<file path="config.mk">
export PLATFORM = sky130hd
export DESIGN_NAME = mux_rr_sequencer
export DESIGN_NICKNAME = d
export VERILOG_FILES = /design/src/rtl/mux_rr_sequencer.sv
export SDC_FILE = /design/constraint.sdc
export NUM_CORES = 1
export LEC_CHECK = 0
export CAP_MARGIN = 20
export CORE_MARGIN = 4
export CORE_UTILIZATION = 49
export CTS_BUF_LIST = sky130_fd_sc_hd__clkbuf_8
export CTS_CLUSTER_DIAMETER = 120
export DETAILED_ROUTE_END_ITERATION = 8
export GPL_ROUTABILITY_DRIVEN = 0
export PLACE_DENSITY_LB_ADDON = 0.08
export SLEW_MARGIN = 20
export SYNTH_ARGS = -nofsm -noshare
export SYNTH_HDL_FRONTEND = slang
export SYNTH_SLANG_ARGS = --single-unit
</file>
<file path="constraint.sdc">
create_clock -name clk -period 1.8 [get_ports clk]
set_clock_uncertainty 0.05 [all_clocks]
set_input_delay 0.36 -clock clk [delete_from_list [all_inputs] [get_ports clk]]
set_output_delay 0.36 -clock clk [all_outputs]
set_load 0.05 [all_outputs]
</file>
<file path="src/rtl/mux_rr_sequencer.sv">
// Round-robin sequencer that owns the select lines of a shared 4:1 mux.
// It grants a requester only after the mux select has settled, and it limits how long that grant lasts.
module mux_rr_sequencer #(
    parameter int SETTLE_CYC = 2,
    parameter int HOLD_MAX   = 8,
    parameter int CNT_W      = 4
) (
    input  logic             clk,
    input  logic             reset_n,
    input  logic [3:0]       req,
    input  logic [3:0]       done,
    output logic [3:0]       gnt,
    output logic             gnt_valid,
    output logic             address0,
    output logic             address1,
    output logic             timeout,
    output logic [CNT_W-1:0] hold_cnt,
    output logic [1:0]       fsm_state
);

    typedef enum logic [1:0] {
        IDLE   = 2'd0,
        SETTLE = 2'd1,
        OWN    = 2'd2
    } state_t;

    localparam logic [CNT_W-1:0] SETTLE_LAST = (SETTLE_CYC > 0) ? CNT_W'(SETTLE_CYC - 1) : '0;
    localparam logic [CNT_W-1:0] HOLD_LAST   = CNT_W'(HOLD_MAX - 1);

    state_t           state, state_nxt;
    logic [1:0]       addr, addr_nxt;
    logic [1:0]       last_owner, last_owner_nxt;
    logic [1:0]       winner;
    logic [CNT_W-1:0] settle_cnt, settle_cnt_nxt;
    logic [CNT_W-1:0] hold_cnt_nxt;
    logic [3:0]       gnt_nxt;
    logic             timeout_nxt;
    logic             any_req;
    logic             release_own;
    logic             hold_expired;

    function automatic logic [3:0] onehot(input logic [1:0] idx);
        return 4'b0001 << idx;
    endfunction

    assign any_req      = |req;
    assign release_own  = done[addr] | ~req[addr];
    assign hold_expired = (hold_cnt == HOLD_LAST);

    // Scan starts just after the previous owner, so that owner has the lowest priority.
    always_comb begin
        logic [1:0] idx;
        logic       found;
        idx    = '0;
        found  = 1'b0;
        winner = last_owner + 2'd1;
        for (int i = 1; i < 5; i++) begin
            idx = last_owner + 2'(i);
            if (!found && req[idx]) begin
                winner = idx;
                found  = 1'b1;
            end
        end
    end

    always_comb begin
        state_nxt      = state;
        addr_nxt       = addr;
        last_owner_nxt = last_owner;
        settle_cnt_nxt = settle_cnt;
        hold_cnt_nxt   = hold_cnt;
        gnt_nxt        = gnt;
        timeout_nxt    = 1'b0;

        unique case (state)
            IDLE: begin
                gnt_nxt      = 4'b0000;
                hold_cnt_nxt = '0;
                if (any_req) begin
                    addr_nxt       = winner;
                    settle_cnt_nxt = '0;
                    if (SETTLE_CYC == 0) begin
                        state_nxt      = OWN;
                        gnt_nxt        = onehot(winner);
                        last_owner_nxt = winner;
                    end else begin
                        state_nxt = SETTLE;
                    end
                end
            end
            SETTLE: begin
                gnt_nxt = 4'b0000;
                if (!req[addr]) begin
                    state_nxt = IDLE;
                end else if (settle_cnt == SETTLE_LAST) begin
                    state_nxt      = OWN;
                    gnt_nxt        = onehot(addr);
                    hold_cnt_nxt   = '0;
                    last_owner_nxt = addr;
                end else begin
                    settle_cnt_nxt = settle_cnt + 1'b1;
                end
            end
            OWN: begin
                if (release_own || hold_expired) begin
                    // A release in the same cycle as expiry wins; no timeout pulse then.
                    gnt_nxt      = 4'b0000;
                    hold_cnt_nxt = '0;
                    timeout_nxt  = ~release_own;
                    if (any_req) begin
                        addr_nxt       = winner;
                        settle_cnt_nxt = '0;
                        if (SETTLE_CYC == 0) begin
                            state_nxt      = OWN;
                            gnt_nxt        = onehot(winner);
                            last_owner_nxt = winner;
                        end else begin
                            state_nxt = SETTLE;
                        end
                    end else begin
                        state_nxt = IDLE;
                    end
                end else begin
                    hold_cnt_nxt = hold_cnt + 1'b1;
                end
            end
            default: begin
                state_nxt = IDLE;
                gnt_nxt   = 4'b0000;
            end
        endcase
    end

    always_ff @(posedge clk or negedge reset_n) begin
        if (!reset_n) begin
            state      <= IDLE;
            addr       <= 2'b00;
            last_owner <= 2'd3;
            settle_cnt <= '0;
            hold_cnt   <= '0;
            gnt        <= 4'b0000;
            gnt_valid  <= 1'b0;
            timeout    <= 1'b0;
        end else begin
            state      <= state_nxt;
            addr       <= addr_nxt;
            last_owner <= last_owner_nxt;
            settle_cnt <= settle_cnt_nxt;
            hold_cnt   <= hold_cnt_nxt;
            gnt        <= gnt_nxt;
            gnt_valid  <= |gnt_nxt;
            timeout    <= timeout_nxt;
        end
    end

    assign address0  = addr[0];
    assign address1  = addr[1];
    assign fsm_state = state;

endmodule
</file>
-- Yosys cells after proc, flatten, opt, wreduce, memory -nomap -nowiden
Index checks and enable logic that the tools add are counted.
Widths: inputs -> output; s select.
- flip-flop bits (word level): 20
- input port bits: 10
- output and inout port bits: 14
- add/sub/neg operators: 5
- magnitude comparators: 5
- eq/ne operators: 10
- shift operators: 1
- mux-type cells: 42
- bitwise logic cells: 3
- reduce and logical (&&, ||, !) cells: 17
- operator list (cell ; number):
    $mux 4 ; 10
    $pmux 4 s3 ; 2
    $mux 2 ; 9
    $lt 2x3->1 const B ; 5
    $bmux 1 s2 ; 6
    $mux 1 ; 12
    $ne 2x2->1 const B ; 5
    $reduce_and 3->1 ; 3
    $add 4x1->4 const B ; 2
    $pmux 4 s2 ; 1
    $reduce_or 4->1 ; 2
    $pmux 2 s3 ; 1
    $add 2x2->2 const B ; 2
    $eq 4x1->1 const B ; 1
    $eq 4x3->1 const B ; 1
    $pmux 2 s2 ; 1
    $reduce_and 4->1 ; 1
    $shl 1x2->4 const A ; 1
    $logic_and 1x1->1 ; 3
    $logic_not 1->1 ; 3
    $ne 3x3->1 const B ; 1
    $reduce_bool 3->1 ; 1
    $add 2x1->2 const B ; 1
    $eq 2x1->1 const B ; 1
    other kinds (7) ; 8

-- Longest topological paths before layout
- word-level depth: 16
- gate-level depth with buffers: 7
- gate-level depth less buffers: 7

-- Least setup slack after synthesis
OpenSTA, ideal clock, no wires.
- kind: reg2reg
- start point: register state[1] (netlist: fsm_state[1])
- end point: register state[0] (netlist: fsm_state[0])
- setup time: 125 ps
- data arrival time: 2060 ps
- path slack: -435 ps
- stages on the path, launching flop included: 7
- period minus slack after synthesis: 2235 ps
- cells stage by stage: dfrtp_1 > inv_1 > ha_1 > nand2b_1 > o22ai_4 > a221oi_1 > mux2_2
- longest elaborated chain between the ends: 3
- RTL lines (element ; RTL line ; source):
    start, declared ; 30 ; state_t state, state_nxt;
    start signal, assigned ; 145 ; state <= state_nxt;
    $eq 2x1->1 (tied with other cells) ; 75 ; unique case (state)
    $ne 3x3->1 (no line) or $ne 2x2->1 (tied branches) ; -- ;
    $reduce_and 3->1 (no line) ; -- ;
Parallel ways exist; a longest one is shown, timed or not.
A chain may end at the register's enable or synchronous reset.

-- Final worst setup path
- start point: register state[1] (netlist: fsm_state[1])
- end point: register settle_cnt[2]
- longest elaborated chain between the ends: 3
- RTL lines (element ; RTL line ; source):
    $eq 2x2->1 (tied with other cells) ; 75 ;
    $ne 2x2->1 (no line) or $reduce_bool 3->1 (tied branches) ; -- ;
    $reduce_and 4->1 (no line) ; -- ;
    end signal, assigned ; 148 ; settle_cnt <= settle_cnt_nxt;
    end, declared ; 34 ; logic [CNT_W-1:0] settle_cnt, settle_cnt_nxt;
Parallel ways exist; a longest one is shown, timed or not.

==> results.cfg <==
[critical_path]
end_kind = flop
crit-reg2reg-launch = fsm_state[1]
crit_required_ps = 1900
rrSetupSlack_ps = -60
critPathLaunchType = flop
r2r_cells = 7
r2r-end = settle_cnt[2]
crit_arrival_ps = 1960
slowest_delay_ps = 420
worst-setup-path-type = reg -> reg
cp_slowest_cell = dfrtp_2
worstPathCellList = inv_2 > ha_4 > nand2_4 > o22ai_4 > a21oi_2 > or3_4 > a211o_1
cp_max_fo = 4

[placed_design]
io_buffers = 23
dp_hpwl_mm = 2.36
place_ws_ps = -496
place_inst = 208

[floorplan]
die-area_sq_um = 3620
die_w_um = 60.2
rows = 18
initial_core_util_pct = 52.4
fp.dieH_um = 60.2
boundaryPins = 24
core_area_sq_um = 2540

[sta]
slew_headroom_pct = 82.1
min_period_ps = 1860
maxSlewViolCount = 0
fin_crit_sh_pct = 103
tns_ps = -161
fmax_ghz = 0.538
finalWorstSetupSlack_ps = -58.7
rsz0062_at_grt = true
report.final.setup_viol = 5
finalHoldViolCount = 0
tightest_slew_ps = 265

[layout]
ff_latch_area_sq_um = 510
layout_common_cells = buf_4 (40), dfrtp_1 (12), nor2_1 (8), buf_6 (8), dlygate4sd2_1 (7)
syn2layout_area_growth_pct = 56.2
final_cell_count_no_fill = 220
final_util_pct = 81.9
fillCellCount = 143
multi_input_comb_area_sq_um = 926
drive_gt1_share_pct = 50.5
final_common_cell = buf_4
nets = 208
num_antenna_cells = 0

[drt]
ant_nets = 0
vias = 1270
drtIter0Drc = 22
drt-met1-wl_mm = 1.38
top_layer = met4
finalWirelength_mm = 3.65
drc = 0
wl_met2_mm = 2.04
met3_length_um = 165
wl_per_cell_um = 16.6
vias_per_cell = 5.77
drtPass1Iterations = 4

[logic_synthesis]
ys_seq_area_share_pct = 37.7
yosysTopAreaCell = dfrtp_1
synth-seq-cells = 20
avgSynthCellArea_sq_um = 9.88
ys_types = 47
synth_cells = 135
syn_area_sq_um = 1330
ys_warn_count = 0
synth_edf_count = 0
yosys.area.top_type_share_pct = 33.8
synthFlopType = dfrtp_1
netlist_top_cells_area = dfrtp_1 (34%), ha_1 (6.6%), dfstp_2 (3.9%), nand2_1 (3.9%), mux2i_1 (3.8%)
async_flop_share_pct = 100
syn_nets = 152

[job]
max_cap_violations = 0

[power]
p_seq_share_pct = 23.4
ir_drop_mv = 1.28
p_switching_mw = 1.19
clkPwrFrac_pct = 15.4
power.density_nw_per_um2 = 1440
p_sw_share_pct = 39.6
p_leak_nw = 0.979
combPwrFrac_pct = 61.1
internal-power_mw = 1.82

[grt]
antenna_found_initial = 0
grt_usage_pct = 22.1
grt_pass1_vias = 1276
grt_max_degree = 21
overflow = 0
grt_pass1_wl_mm = 6.00

[clocking]
htree_num_levels = 1
clock_latency_ps = 270
clockRootBuffer = clkbuf_8
cts.sinks = 20
cts-buffers-inserted = 3
clk_pin_slew_ps = 80
clockBufferDepth = 2
cts_tree = built
postCtsHoldBufs = 0

[status]
violations = setup timing
outcome = complete, but fails checks

[worst_hold_path]
hold_path_class = in -> async
per-layer routing:
layer  track usage, %  vias up
li1                 -      598
met1             23.7      621
met2             43.4       42
met3             3.46        9
met4             6.65        0
met5                0        -
worst max-delay path, delay by kind of cell (launching register included):
family	cells	cell delay, ps
AOI/OAI and AO/OA	3	540
and+or+nand+nor	2	460
DFF	1	420
adders and majority gates	1	180
buffers and inverters	1	80
synthesized netlist by cell type, types with 5 or more instances:
library cell,number
dfrtp_1,18
nand2_1,14
nor2_1,8
ha_1,7
inv_1,7
nand2b_1,6
o21ai_0,6
a21boi_0,5
a21oi_1,5
buf_4,5
mux2i_1,5
power by group through the flow:
stage	clock network (mW)	logic, mW	registers [mW]
floorplan	0	0.804	0.818
global placement	0	1.40	0.689
detailed placement	0	1.44	0.701
CTS	0.461	1.69	0.705
global route	0.485	1.95	0.727
finish	0.464	1.84	0.705
registers in the layout (all words and copies together) (netlist names):
register    cells
last_owner      2
gnt             4
gnt_valid       1
timeout         1
hold_cnt        4
addr            2
settle_cnt      4
fsm_state       2
repair_timing:
item | in CTS | in global routing
pin swaps | 8 | 9
gates cloned | 0 | 0
setup buffers | 3 | 5
setup endpoints to repair | 19 | 15
gates resized for setup | 36 | 17
cell families (layout without fill, tap and decap cells):
group           after synthesis  in the layout  synth area share, %
compound gates               32             32                 17.5
xor+xnor                      1              1                0.657
fa+ha+maj                     7              7                 6.57
buf+inv                      15             70                 6.75
flops                        20             20                 37.7
mux                          11             11                 10.8
simple gates                 49             49                 20.0
metrics by stage:
| stage | hold slack (ps) | instance area, sq um | power [mW] |
|---|---|---|---|
| after floorplan | 14.4 | 1370 | 1.62 |
| after global placement | 466 | 1770 | 2.09 |
| after detailed placement | 476 | 1770 | 2.14 |
| after CTS | 387 | 2000 | 2.86 |
| after global routing | 398 | 2080 | 3.16 |
| final | 375 | 2080 | 3.01 |
final cells by class:
class / count / area share, %
Clock inverter: 1 / 1.44
Tap cell: 30 / 1.80
Clock buffer: 3 / 1.98
Timing Repair Buffer: 59 / 24.6
Sequential cell: 20 / 24.5
Multi-Input combinational cell: 100 / 44.4
Inverter: 7 / 1.26
worst max path at each step:
stage	startpoint	end	slack, ps	cells past startpoint
finish	fsm_state[1]	settle_cnt[2]	-60	7
global route	fsm_state[1]	settle_cnt[2]	-110	7
CTS	addr[1]	settle_cnt[2]	0.5	5
detailed placement	req[0]	addr[0]	-500	5
global placement	req[1]	addr[0]	-460	5
floorplan	addr[0]	settle_cnt[2]	-200	6
Note: power is estimated with default switching activity, not from simulation.
